File: src/rtl/decode_stage.sv
// Registered RV32I decode stage with valid/ready handshake on both sides.
// Optional DECODE_SKID_EN adds a one-entry skid register so in_ready becomes a flop output.
module decode_stage #(
  parameter int XLEN = 32,
  parameter int PC_W = 32
) (
  input  logic            clock,
  input  logic            reset_n,
  input  logic            in_valid,
  output logic            in_ready,
  input  logic [31:0]     in_instr,
  input  logic [PC_W-1:0] in_pc,
  output logic            out_valid,
  input  logic            out_ready,
  output logic [PC_W-1:0] out_pc,
  output logic [6:0]      out_opcode,
  output logic [2:0]      out_funct3,
  output logic [6:0]      out_funct7,
  output logic [4:0]      out_rs1,
  output logic [4:0]      out_rs2,
  output logic [4:0]      out_rd,
  output logic [XLEN-1:0] out_imm,
  output logic [2:0]      out_fmt,
  output logic            out_illegal,
  output logic            out_rs1_en,
  output logic            out_rs2_en,
  output logic            out_rd_en
);

  typedef enum logic [2:0] {
    FMT_R   = 3'd0,
    FMT_I   = 3'd1,
    FMT_S   = 3'd2,
    FMT_B   = 3'd3,
    FMT_U   = 3'd4,
    FMT_J   = 3'd5,
    FMT_ILL = 3'd7
  } fmt_t;

  typedef struct packed {
    logic [PC_W-1:0] pc;
    logic [6:0]      opcode;
    logic [2:0]      funct3;
    logic [6:0]      funct7;
    logic [4:0]      rs1;
    logic [4:0]      rs2;
    logic [4:0]      rd;
    logic [XLEN-1:0] imm;
    logic [2:0]      fmt;
    logic            illegal;
    logic            rs1_en;
    logic            rs2_en;
    logic            rd_en;
  } bundle_t;

  logic [6:0]         opcode;
  logic [2:0]         funct3;
  logic [6:0]         funct7;
  fmt_t               fmt;
  logic signed [31:0] imm32;
  bundle_t            dec;
  bundle_t            out_q;
  logic               out_valid_q;
  logic               in_fire;
  logic               out_fire;

  assign opcode = in_instr[6:0];
  assign funct3 = in_instr[14:12];
  assign funct7 = in_instr[31:25];

  // Every legal opcode ends in 2'b11, so the default arm also catches instr[1:0] != 2'b11.
  always_comb begin
    fmt = FMT_ILL;
    case (opcode)
      7'b0110111, 7'b0010111: fmt = FMT_U;
      7'b1101111:             fmt = FMT_J;
      7'b1100111:             fmt = (funct3 == 3'd0) ? FMT_I : FMT_ILL;
      7'b1100011:             fmt = (funct3 == 3'd2 || funct3 == 3'd3) ? FMT_ILL : FMT_B;
      7'b0000011:             fmt = (funct3 == 3'd3 || funct3 == 3'd6 || funct3 == 3'd7) ? FMT_ILL : FMT_I;
      7'b0100011:             fmt = (funct3 <= 3'd2) ? FMT_S : FMT_ILL;
      7'b0010011: begin
        if (funct3 == 3'd1)
          fmt = (funct7 == 7'b0000000) ? FMT_I : FMT_ILL;
        else if (funct3 == 3'd5)
          fmt = (funct7 == 7'b0000000 || funct7 == 7'b0100000) ? FMT_I : FMT_ILL;
        else
          fmt = FMT_I;
      end
      7'b0110011: begin
        if (funct7 == 7'b0000000)
          fmt = FMT_R;
        else if (funct7 == 7'b0100000 && (funct3 == 3'd0 || funct3 == 3'd5))
          fmt = FMT_R;
        else
          fmt = FMT_ILL;
      end
      7'b0001111, 7'b1110011: fmt = FMT_I;
      default:                fmt = FMT_ILL;
    endcase
  end

  always_comb begin
    imm32 = '0;
    case (fmt)
      FMT_I:   imm32 = {{20{in_instr[31]}}, in_instr[31:20]};
      FMT_S:   imm32 = {{20{in_instr[31]}}, in_instr[31:25], in_instr[11:7]};
      FMT_B:   imm32 = {{19{in_instr[31]}}, in_instr[31], in_instr[7], in_instr[30:25],
                        in_instr[11:8], 1'b0};
      FMT_U:   imm32 = {in_instr[31:12], 12'b0};
      FMT_J:   imm32 = {{11{in_instr[31]}}, in_instr[31], in_instr[19:12], in_instr[20],
                        in_instr[30:21], 1'b0};
      default: imm32 = '0;
    endcase
  end

  always_comb begin
    dec         = '0;
    dec.pc      = in_pc;
    dec.opcode  = opcode;
    dec.funct3  = funct3;
    dec.funct7  = funct7;
    dec.rs1     = in_instr[19:15];
    dec.rs2     = in_instr[24:20];
    dec.rd      = in_instr[11:7];
    dec.imm     = XLEN'(imm32);
    dec.fmt     = fmt;
    dec.illegal = (fmt == FMT_ILL);
    dec.rs1_en  = (fmt == FMT_R) || (fmt == FMT_I) || (fmt == FMT_S) || (fmt == FMT_B);
    dec.rs2_en  = (fmt == FMT_R) || (fmt == FMT_S) || (fmt == FMT_B);
    dec.rd_en   = ((fmt == FMT_R) || (fmt == FMT_I) || (fmt == FMT_U) || (fmt == FMT_J))
                  && (in_instr[11:7] != 5'd0);
  end

  assign in_fire  = in_valid && in_ready;
  assign out_fire = out_valid_q && out_ready;

`ifdef DECODE_SKID_EN
  bundle_t skid_q;
  logic    skid_valid_q;

  assign in_ready = !skid_valid_q;

  // A free output slot drains the skid entry first; otherwise a stalled accept parks in the skid.
  always_ff @(posedge clock or negedge reset_n) begin
    if (!reset_n) begin
      out_q        <= '0;
      out_valid_q  <= 1'b0;
      skid_q       <= '0;
      skid_valid_q <= 1'b0;
    end else if (!out_valid_q || out_ready) begin
      if (skid_valid_q) begin
        out_q        <= skid_q;
        out_valid_q  <= 1'b1;
        skid_valid_q <= 1'b0;
      end else if (in_fire) begin
        out_q       <= dec;
        out_valid_q <= 1'b1;
      end else begin
        out_valid_q <= 1'b0;
      end
    end else if (in_fire) begin
      skid_q       <= dec;
      skid_valid_q <= 1'b1;
    end
  end
`else
  assign in_ready = !out_valid_q || out_ready;

  always_ff @(posedge clock or negedge reset_n) begin
    if (!reset_n) begin
      out_q       <= '0;
      out_valid_q <= 1'b0;
    end else if (in_fire) begin
      out_q       <= dec;
      out_valid_q <= 1'b1;
    end else if (out_fire) begin
      out_valid_q <= 1'b0;
    end
  end
`endif

  assign out_valid   = out_valid_q;
  assign out_pc      = out_q.pc;
  assign out_opcode  = out_q.opcode;
  assign out_funct3  = out_q.funct3;
  assign out_funct7  = out_q.funct7;
  assign out_rs1     = out_q.rs1;
  assign out_rs2     = out_q.rs2;
  assign out_rd      = out_q.rd;
  assign out_imm     = out_q.imm;
  assign out_fmt     = out_q.fmt;
  assign out_illegal = out_q.illegal;
  assign out_rs1_en  = out_q.rs1_en;
  assign out_rs2_en  = out_q.rs2_en;
  assign out_rd_en   = out_q.rd_en;

endmodule
File: config.mk
export PLATFORM = sky130hd
export DESIGN_NAME = decode_stage
export DESIGN_NICKNAME = d
export VERILOG_FILES = /design/src/rtl/decode_stage.sv
export SDC_FILE = /design/constraint.sdc
export NUM_CORES = 1
export LEC_CHECK = 0
export BUFFER_PORTS_ARGS = -buffer_cell sky130_fd_sc_hd__buf_2
export CAP_MARGIN = 20
export CORE_AREA = 8 8 132 134
export CTS_CLUSTER_SIZE = 30
export DETAILED_ROUTE_END_ITERATION = 12
export DIE_AREA = 0 0 140 142
export PLACE_DENSITY = 0.52
export SLEW_MARGIN = 20
export SYNTH_ARGS = -nofsm -noshare
export SYNTH_HDL_FRONTEND = slang
export SYNTH_SLANG_ARGS = --single-unit
File: constraint.sdc
create_clock -name clock -period 1.6 [get_ports clock]
set_clock_uncertainty 0.1 [all_clocks]
set_input_delay 0.24 -clock clock [delete_from_list [all_inputs] [get_ports clock]]
set_output_delay 0.24 -clock clock [all_outputs]
set_load 0.03 [all_outputs]
==> metrics <==
outcome complete, but fails checks; violated checks setup timing; Top Ports 173; Critical Path End Type flip-flop; initial DRC count 123; Syn Inst Count 509; First-pass DRT Iterations 4; global placement routability congestion 0.854; maximum VDD drop 0.488 mV; via count 4372; RSZ-0062 raised after global routing true; share of cells above drive strength 1 0.403; die height 142 um; P_leak 3.61 nW; Fin. Hold Viols 0; reg2reg path depth 5; f_max 599 MHz; fillers 1565; Die Wd 140 um; Design Area, Final 0.00696 sq mm; TritonCTS clock tree done; via count of the first global-routing pass 4611; max_cap viols 0; Area after DPL 0.00596 sq mm; Post-Syn Area 0.00449 sq mm; fin cells 957; # DRC 0; Critical Path End out_imm[11]; Max-slew headroom 0.724; Die Area 0.0199 sq mm; post-route setup TNS -879 ps; Critical Path Fanout Max 9; Setup crit start in_instr[5]; Setup CP Type input port to flip-flop; # rows 46; fin crit share 1.04; Clock Sinks 104; H-Tree Level Count 3; Place WS -651 ps; max-slew violation count 0; Worst path slowest cell o211a_1; WP data required 1770 ps; first-pass GRT wire length 25200 um; post-layout util 0.451; clock tree buffer depth 2; worst min path class input port to flip-flop; critical path depth 8; DR vias/cell 4.57; wire per inst 16.2 um; Detailed Route WL 15500 um; Syn-to-layout area delta 55.1%; PD cells 1020 mW/mm^2; setup violators final 31; Final min period 1670 ps; DP Wirelength 11400 um; syn_area_per_cell 8.81 sq um; root buffer selected by CTS clkbuf_16; Nets 828; Critical R2R Capture out_imm[15]; dpl cells 896; critical path's largest stage delay 300 ps; post-synthesis register bit count 104; worst r2r src out_valid; Num CTS Buffers 9; initial antenna violation count 0; Core Footprint 0.0154 sq mm; count of cell types in the netlist 46; Critical Path Start Type input port; delay-heaviest family, CP compound AO/OA/AOI/OAI gates; Skew-Pair Late Insertion Delay 340 ps; Post-Syn Nets 577; GR Util All Layers 0.159; Worst-path clk slew 80 ps; Port Buffers 172; Bufs and invs on worst path 2; final worst setup slack -69.8 ps; R2R Setup Slk 60 ps; gr ovfl total 0; Seq/Total Area, Yosys 0.580; arrival time at the worst endpoint 1840 ps; actual slew at the worst max-slew pin 414 ps; largest net degree at the start of global routing 43; worst-path cell chain buf_2, buf_4, and4b_2, o211a_1, nor4b_2, o21a_1, a311oi_2, a221oi_2; Starting Density 0.291; yosys warns 0; Routed Antenna Nets 0
==> state kept, by name (all words and copies together) (netlist names) <==
register,count
out_imm,32
out_pc,32
out_funct7,7
out_opcode,7
out_rd,5
out_rs1,5
out_rs2,5
out_fmt,3
out_funct3,3
out_illegal,1
out_rd_en,1
out_rs1_en,1
out_rs2_en,1
out_valid,1
==> metrics by stage <==
| stage | hold WS, ps | total power, mW |
|---|---|---|
| after CTS | -9.20 | 7.18 |
| after detailed placement | 101 | 4.95 |
| after floorplan | -156 | 4.20 |
| after global placement | 95.6 | 4.92 |
| final | 19.6 | 7.11 |
| after global routing | 16.9 | 7.50 |
==> cell type report <==
| class | count | area, sq um | share of cell area |
|---|---|---|---|
| Multi-Input combinational cell | 372 | 1990 | 0.286 |
| Tap cell | 192 | 240 | 0.0345 |
| Sequential cell | 104 | 2600 | 0.374 |
| Clock inverter | 6 | 43.8 | 0.00629 |
| Timing Repair Buffer | 272 | 1850 | 0.266 |
| Clock buffer | 9 | 225 | 0.0324 |
| Antenna cell | 1 | 2.50 | 0.000360 |
| Inverter | 1 | 3.75 | 0.000539 |
==> routing by layer <==
| metal | vias up | part of all wire | global-route usage |
|---|---|---|---|
| met5 | - | 0 | 0 |
| met2 | 134 | 0.46 | 0.248 |
| met4 | 0 | 0.021 | 0.0634 |
| met3 | 18 | 0.081 | 0.0567 |
| li1 | 2155 | - | - |
| met1 | 2065 | 0.44 | 0.196 |
==> how the worst min path moves through the flow <==
stage                      startpoint             to  slack (ps)  cells past startpoint
after global routing      in_instr[0]  out_opcode[0]          20                      3
after global placement        reset_n     out_pc[23]         100                      1
after floorplan               reset_n     out_fmt[0]        -160                      0
after detailed placement      reset_n     out_pc[24]         100                      1
final                     in_instr[0]  out_opcode[0]          20                      3
after CTS                 in_instr[3]  out_opcode[3]          -9                      3
==> cells in the mapped netlist, drive strengths merged <==
master	instances	area [sq um]
and2	5	32.5
a221oi	1	15.0
nand3	10	50.1
xor2	1	8.76
o21a	3	22.5
nor4	3	25.0
nand4	1	6.26
dlymetal6s2s	1	12.5
and4b	1	11.3
nand2b	4	25.0
or3b	1	8.76
o2111ai	1	8.76
a2bb2oi	1	8.76
clkbuf	21	80.1
nor2b	1	6.26
o311a	1	11.3
or3	1	6.26
o211a	1	10.0
o31a	1	8.76
a21oi	39	195
nor3b	1	7.51
nand2	221	830
a31oi	4	25.0
or4	2	18.8
nor2	29	109
a31o	1	8.76
nor3	3	15.0
dfrtp	104	2600
inv	1	3.75
o21ai	21	105
or2b	1	8.76
a22oi	1	7.51
a311oi	1	8.76
a211oi	1	7.51
buf	9	82.6
clkdlybuf4s18	1	10.0
mux2i	1	10.0
nor4b	3	32.5
and3	5	31.3
or2	1	8.76
==> where the power goes <==
group | total [mW] | leakage [nW] | switching [mW] | internal [mW]
Clock | 2.07 | 0.132 | 1.01 | 1.06
Combinational | 1.96 | 2.19 | 1.31 | 0.647
Sequential | 3.09 | 1.28 | 0.160 | 2.93
==> what timing repair did <==
| action | in CTS | in global routing |
|---|---|---|
| endpoints found under the hold margin | 66 | 0 |
| setup buffers | 5 | 2 |
| gates cloned | 1 | 0 |
| resized for setup | 49 | 35 |
| hold buffers | 38 | 0 |
| pin swaps | 17 | 4 |
| setup endpoints to repair | 38 | 35 |
==> placed cells by master (no fill, tap or decap), types with 2 or more instances in the layout <==
cell type and n:
a21oi_1 19, a21oi_2 18, a21oi_4 2, a31oi_1 3, and2_1 2, and2_4 2
and3_1 5, buf_12 7, buf_2 164, buf_4 55, buf_6 5, buf_8 2
clkbuf_16 9, clkinv_2 2, dfrtp_1 103, dlygate4sd3_1 38, inv_6 2, nand2_1 218
nand2_4 2, nand2b_1 3, nand3_1 6, nand3_2 3, nor2_1 27, nor3_1 2
nor4_4 2, nor4b_2 2, o21a_1 3, o21ai_0 6, o21ai_1 8, o21ai_2 7
==> worst min-delay path, stage by stage <==
cell and delay [ps]:
buf_2 100, nand2_1 50, nand2_1 50
==> logic make-up after synthesis <==
kind of cell	synth area share
AOI/OAI and AO/OA	0.0987
xor gates and xnor gates	0.00195
buffers and inverters	0.0421
DFF	0.580
muxes	0.00223
and+or+nand+nor	0.275
No activity file was read; power rests on OpenSTA's default activity.
